## src/rtl/conv_pkg.sv

```systemverilog
// conv_pkg: shared constants, FSM state type and width/saturation helpers for conv3x3_mac.
// Saturation limits depend on CONV_RELU_EN (unsigned ReLU range when defined, signed otherwise).
package conv_pkg;
    localparam int TAPS = 9;
    localparam logic [3:0] BIAS_ADDR = 4'd9;
    typedef enum logic {IDLE, RUN} state_e;
    function automatic int prod_width(input int pix_w, input int wgt_w);
        return pix_w + wgt_w + 1;
    endfunction
    function automatic longint sat_hi(input int out_w);
`ifdef CONV_RELU_EN
        return (longint'(1) << out_w) - 1;
`else
        return (longint'(1) << (out_w - 1)) - 1;
`endif
    endfunction
    function automatic longint sat_lo(input int out_w);
`ifdef CONV_RELU_EN
        return 0;
`else
        return -(longint'(1) << (out_w - 1));
`endif
    endfunction
endpackage

```

## src/rtl/conv_adder_tree.sv

```systemverilog
// conv_adder_tree: combinational sum of TAPS signed products plus bias, sign-extended to ACC_W.
module conv_adder_tree
    import conv_pkg::*;
#(
    parameter int PROD_W = 17,
    parameter int ACC_W  = 24
)(
    input  logic [TAPS*PROD_W-1:0]  prods_i,
    input  logic signed [ACC_W-1:0] bias_i,
    output logic signed [ACC_W-1:0] sum_o
);
    always_comb begin
        sum_o = bias_i;
        for (int k = 0; k < TAPS; k++)
            sum_o = sum_o + ACC_W'($signed(prods_i[k*PROD_W +: PROD_W]));
    end
endmodule

```

## src/rtl/conv3x3_mac.sv

```systemverilog
// conv3x3_mac: 3-stage streaming 3x3 MAC (multiply, add+bias, shift+saturate) with frame counter.
// CONV_RELU_EN selects unsigned ReLU output; otherwise output is signed saturated.
module conv3x3_mac
    import conv_pkg::*;
#(
    parameter int IMG_W = 28,
    parameter int PIX_W = 8,
    parameter int WGT_W = 8,
    parameter int ACC_W = 24,
    parameter int OUT_W = 8,
    parameter int SHIFT = 4
)(
    input  logic               iClk,
    input  logic               iRsn,
    input  logic [3*PIX_W-1:0] iWindowRow1,
    input  logic [3*PIX_W-1:0] iWindowRow2,
    input  logic [3*PIX_W-1:0] iWindowRow3,
    input  logic               iWindowValid,
    input  logic               iWgtWe,
    input  logic [3:0]         iWgtAddr,
    input  logic [ACC_W-1:0]   iWgtData,
    output logic [OUT_W-1:0]   oConvOut,
    output logic               oConvValid,
    output logic               oFrameDone,
    output logic               oBusy,
    output logic               oWgtErr
);
    localparam int PROD_W  = prod_width(PIX_W, WGT_W);
    localparam int FRAME_N = (IMG_W - 2) * (IMG_W - 2);
    localparam int CNT_W   = $clog2(FRAME_N);
    localparam logic [CNT_W-1:0] LAST = CNT_W'(FRAME_N - 1);
    localparam logic signed [ACC_W-1:0] HI = ACC_W'(sat_hi(OUT_W));
    localparam logic signed [ACC_W-1:0] LO = ACC_W'(sat_lo(OUT_W));

    state_e state_q, state_d;
    logic signed [WGT_W-1:0]  wgt_q [TAPS];
    logic signed [ACC_W-1:0]  bias_q;
    logic [PIX_W-1:0]         pix [TAPS];
    logic signed [PROD_W-1:0] prod_q [TAPS];
    logic [TAPS*PROD_W-1:0]   prods;
    logic signed [ACC_W-1:0]  sum, sum_q, sh;
    logic [OUT_W-1:0]         out_q, out_d;
    logic [CNT_W-1:0]         cnt_q, cnt_d;
    logic v1_q, v2_q, vld_q, done_q, done_d, err_q, wr_ok;

    genvar g;
    for (g = 0; g < TAPS; g++) begin : g_tap
        assign pix[g] = PIX_W'((g < 3 ? iWindowRow1 : g < 6 ? iWindowRow2 : iWindowRow3) >> ((2 - g % 3) * PIX_W));
        assign prods[g*PROD_W +: PROD_W] = prod_q[g];
    end

    conv_adder_tree #(.PROD_W(PROD_W), .ACC_W(ACC_W)) u_tree (
        .prods_i(prods),
        .bias_i (bias_q),
        .sum_o  (sum)
    );

    assign oBusy = state_q == RUN || iWindowValid;
    assign wr_ok = iWgtWe && !oBusy && iWgtAddr <= BIAS_ADDR;
    assign sh    = sum_q >>> SHIFT;

    // Stay in RUN if the next frame has already entered the pipeline when the last result leaves.
    always_comb begin
        out_d   = sh > HI ? HI[OUT_W-1:0] : sh < LO ? LO[OUT_W-1:0] : sh[OUT_W-1:0];
        done_d  = v2_q && cnt_q == LAST;
        cnt_d   = v2_q ? (cnt_q == LAST ? '0 : cnt_q + 1'b1) : cnt_q;
        state_d = state_q == IDLE ? (iWindowValid ? RUN : IDLE)
                : (done_q && !iWindowValid && !v1_q && !v2_q ? IDLE : RUN);
    end

    always_ff @(posedge iClk or negedge iRsn) begin
        if (!iRsn) begin
            state_q <= IDLE;
            bias_q  <= '0;
            for (int k = 0; k < TAPS; k++) begin
                wgt_q[k]  <= '0;
                prod_q[k] <= '0;
            end
            sum_q  <= '0;
            out_q  <= '0;
            cnt_q  <= '0;
            v1_q   <= 1'b0;
            v2_q   <= 1'b0;
            vld_q  <= 1'b0;
            done_q <= 1'b0;
            err_q  <= 1'b0;
        end else begin
            state_q <= state_d;
            if (wr_ok && iWgtAddr == BIAS_ADDR)
                bias_q <= iWgtData;
            for (int k = 0; k < TAPS; k++) begin
                if (wr_ok && iWgtAddr == 4'(k))
                    wgt_q[k] <= iWgtData[WGT_W-1:0];
                if (iWindowValid)
                    prod_q[k] <= $signed({1'b0, pix[k]}) * wgt_q[k];
            end
            if (v1_q)
                sum_q <= sum;
            if (v2_q)
                out_q <= out_d;
            v1_q   <= iWindowValid;
            v2_q   <= v1_q;
            vld_q  <= v2_q;
            done_q <= done_d;
            cnt_q  <= cnt_d;
            err_q  <= err_q || (iWgtWe && !wr_ok);
        end
    end

    assign oConvOut   = out_q;
    assign oConvValid = vld_q;
    assign oFrameDone = done_q;
    assign oWgtErr    = err_q;
endmodule

```

## config.mk

```make
export PLATFORM = sky130hd
export DESIGN_NAME = conv3x3_mac
export DESIGN_NICKNAME = d
export VERILOG_FILES = /design/src/rtl/conv_pkg.sv /design/src/rtl/conv_adder_tree.sv /design/src/rtl/conv3x3_mac.sv
export SDC_FILE = /design/constraint.sdc
export NUM_CORES = 2
export LEC_CHECK = 0
export BUFFER_PORTS_ARGS = -buffer_cell sky130_fd_sc_hd__buf_4
export CORE_ASPECT_RATIO = 0.6
export CORE_MARGIN = 3
export CORE_UTILIZATION = 59
export DETAILED_ROUTE_END_ITERATION = 10
export GPL_TIMING_DRIVEN = 0
export PLACE_DENSITY = 0.79
export SLEW_MARGIN = 20
export SYNTH_ARGS = -nofsm -noshare
export SYNTH_HDL_FRONTEND = slang
export SYNTH_SLANG_ARGS = --single-unit
```

## constraint.sdc

```tcl
create_clock -name iClk -period 4.7 [get_ports iClk]
set_clock_uncertainty 0.15 [all_clocks]
set_input_delay 0.94 -clock iClk [delete_from_list [all_inputs] [get_ports iClk]]
set_output_delay 0.94 -clock iClk [all_outputs]
set_load 0.005 [all_outputs]
```

==> summary.txt <==
Die
  – DIE AREA: 0.0623 mm²
  – Initial Util: 0.603
  – Core ar.: 0.0580 mm²
  – Die height: 195 µm
  – Top Ports: 116
  – Die extent in x: 320 µm
  – Num rows: 68

Timing
  – Final Setup Violations: 18
  – Max Transition Viols Final: 0
  – Setup TNS Final: -8.04 ns
  – Final Hold Slack: 0.112 ns
  – Slew HR: 0.257
  – RSZ-0062 raised after global routing: true
  – Final period util: 1.13
  – Final hold vios: 0
  – Setup ws final: -0.630 ns
  – Minimum clock period: 5.33 ns
  – Actual slew at the worst max-slew pin: 1.11 ns
  – Fmax: 188 MHz

Placed design
  – Place WS: -0.798 ns
  – Buffers added on ports: 105
  – Hpwl dp: 70.4 mm
  – Gpl congestion: 0.936
  – Placed cells: 4367

Clocking
  – CTS tree: done
  – Clock Path Buffers: 3
  – CTS buffer count: 30
  – # hold bufs at CTS: 0
  – Clock-pin slew on the worst setup and hold paths: 0.08 ns
  – Root Driver: clkbuf_16
  – TritonCTS Sinks: 293
  – H-tree levels: 1
  – Clk_lat worst skew: 0.60 ns

Synth
  – Cells after synthesis: 3488
  – Unique masters post-synth: 55
  – EDFF count, synth: 0
  – Synthesized cell area: 0.0350 mm²
  – Main synth FF type: dfrtp_1
  – #FFs+latches synth: 293
  – Syn_area_per_cell: 10.0 µm²
  – Post-synth net total: 4498
  – Warnings, synthesis: 0
  – Post-synth ARST share: 1.00
  – Seq/Total Area, Yosys: 0.210

Cells and area
  – Layout cells sized above 1: 0.186
  – Fin util: 0.689
  – Final #Nets: 4735
  – Finished Layout Cells: 4522
  – Fillers: 4195
  – Area Growth Syn to Fin: 14.4%

Power and ir drop
  – Clock network power share: 0.245
  – Net load switching power: 3.99 mW
  – Logic pwr share: 0.477
  – Max VDD drop: 0.462 mV
  – Leak: 20.3 nW
  – Register share of total power: 0.278
  – Pwr/cell area: 262 mW/mm²
  – Int Power: 6.49 mW
  – Sw frac: 0.381

Route
  – Drt drc: 0
  – Antenna-violating nets left: 0
  – Iteration-0 DRC Markers: 2289
  – Routed Wire Length: 92.4 mm
  – DR WL/cell: 20.4 µm
  – Vias: 25600
  – Vias per Instance: 5.65
  – Detailed Routing Iterations Pass 1: 5

Critical path
  – Worst Path Required: 5.08 ns
  – Critical path launch point type: flip-flop
  – CP endpoint kind: flip-flop
  – Worst-path fanout max: 3
  – Worst EP arrival: 5.71 ns
  – CP Class: flip-flop to flip-flop
  – Register-to-register setup slack: -0.63 ns

Global route
  – Initial antenna violation count: 4
  – GR Overflow Total: 0
  – Largest net degree at the start of global routing: 95
  – Vias in the first global route: 26000
  – First-pass GRT wire length: 145 mm
  – Total track usage: 0.295

Job
  – Max-Cap Viols: 0

Status
  – Status: finished with violations
  – Failing checks: negative setup slack

Min path
  – Worst min path class: input pin to async pin
==> registers in the layout, indices dropped and copies added (netlist names) <==
signal and count:
prod_q 153, state_q 1, sum_q 20, oConvOut 8
bias_q 24, cnt_q 10, oFrameDone 1, oConvValid 1
wgt_q 72, oWgtErr 1, v1_q 1, v2_q 1
==> worst max-delay path, stage by stage (launching register included) <==
cell and delay (ns):
dfrtp_1 0.40, fa_1 0.63, fa_1 0.48, fa_1 0.57
fa_2 0.47, fa_1 0.57, ha_4 0.22, a21o_1 0.22
a2111oi_4 0.35, a2111o_1 0.27, nand2b_1 0.10, o221a_4 0.24
or4b_4 0.51, nand3_2 0.08
==> cells in the mapped netlist, types with 62 or more instances <==
| cell type | instances | area share |
|---|---|---|
| inv_1 | 675 | 0.072 |
| fa_1 | 493 | 0.28 |
| ha_1 | 413 | 0.15 |
| nand2_1 | 319 | 0.034 |
| and2_1 | 299 | 0.054 |
| dfrtp_1 | 293 | 0.21 |
| mux2_2 | 162 | 0.052 |
| nor2_1 | 106 | 0.011 |
| o21ai_0 | 100 | 0.014 |
| xnor2_1 | 100 | 0.025 |
| a21oi_1 | 80 | 0.011 |
| nand2b_1 | 62 | 0.011 |
==> stage by stage <==
step                      instance area, µm²  power (mW)
final                                  40000        10.5
after detailed placement               37100        6.58
after CTS                              38700        9.78
after global placement                 37000        6.44
after floorplan                        35200        5.45
after global routing                   40000        11.0
==> logic make-up after synthesis <==
group	count (synthesis)	share of synthesized area
and+or+nand+nor	906	0.131
buffers and inverters	734	0.0788
adders and majority gates	906	0.430
muxes	178	0.0568
DFF	293	0.210
xor gates and xnor gates	123	0.0308
AOI/OAI and AO/OA	348	0.0632
==> worst paths after layout <==
path | start | end | cells past startpoint
worst max register to register | prod_q[91] | sum_q[23] | 13
worst min-delay path | iRsn | oConvOut[0] | 1
max in group asynchronous | iRsn | wgt_q[7] | 3
worst min register to register | v2_q | oConvValid | 0
worst max-delay path | prod_q[91] | sum_q[23] | 13
min in group iClk | v2_q | oConvValid | 0
==> cell usage in the layout, fill, tap and decap left out, types with 62 or more instances in the layout <==
| cell | synthesis | routed |
|---|---|---|
| a21oi_1 | 80 | 62 |
| and2_1 | 299 | 298 |
| buf_4 | 0 | 177 |
| dfrtp_1 | 293 | 220 |
| dfrtp_2 | 0 | 73 |
| fa_1 | 493 | 479 |
| ha_1 | 413 | 377 |
| inv_1 | 675 | 650 |
| mux2_2 | 162 | 151 |
| nand2_1 | 319 | 307 |
| nor2_1 | 106 | 105 |
| o21ai_0 | 100 | 94 |
| xnor2_1 | 100 | 77 |
==> cell type report <==
class	count	area, µm²	share of cell area
Clock inverter	18	176	0.00441
Inverter	676	2540	0.0635
Timing Repair Buffer	219	1840	0.0460
Multi-Input combinational cell	2461	26000	0.651
Antenna cell	4	10.0	0.000250
Sequential cell	293	7420	0.186
Buffer	44	174	0.00435
Clock buffer	37	838	0.0210
Tap cell	770	963	0.0241
==> power groups by stage <==
stage,clock network (mW),registers (mW),logic [mW]
finish,2.57,2.92,5.00
detailed placement,0,2.95,3.62
global placement,0,2.94,3.50
floorplan,0,2.91,2.54
global route,2.66,2.94,5.35
CTS,2.58,2.91,4.28
==> routing by layer <==
| layer | wire length [µm] | up-vias | GRT usage |
|---|---|---|---|
| met5 | 0 | - | 0 |
| met3 | 9690 | 144 | 0.0728 |
| met4 | 2120 | 0 | 0.0641 |
| li1 | - | 11500 | - |
| met1 | 41800 | 12900 | 0.456 |
| met2 | 38800 | 1079 | 0.421 |
==> timing repair <==
item	in CTS	in global routing
setup buffers	29	81
endpoints found under the hold margin	0	0
setup endpoints to repair	50	61
resized for setup	100	172
pin swaps	44	110
Power figures use the tool's default switching activity.
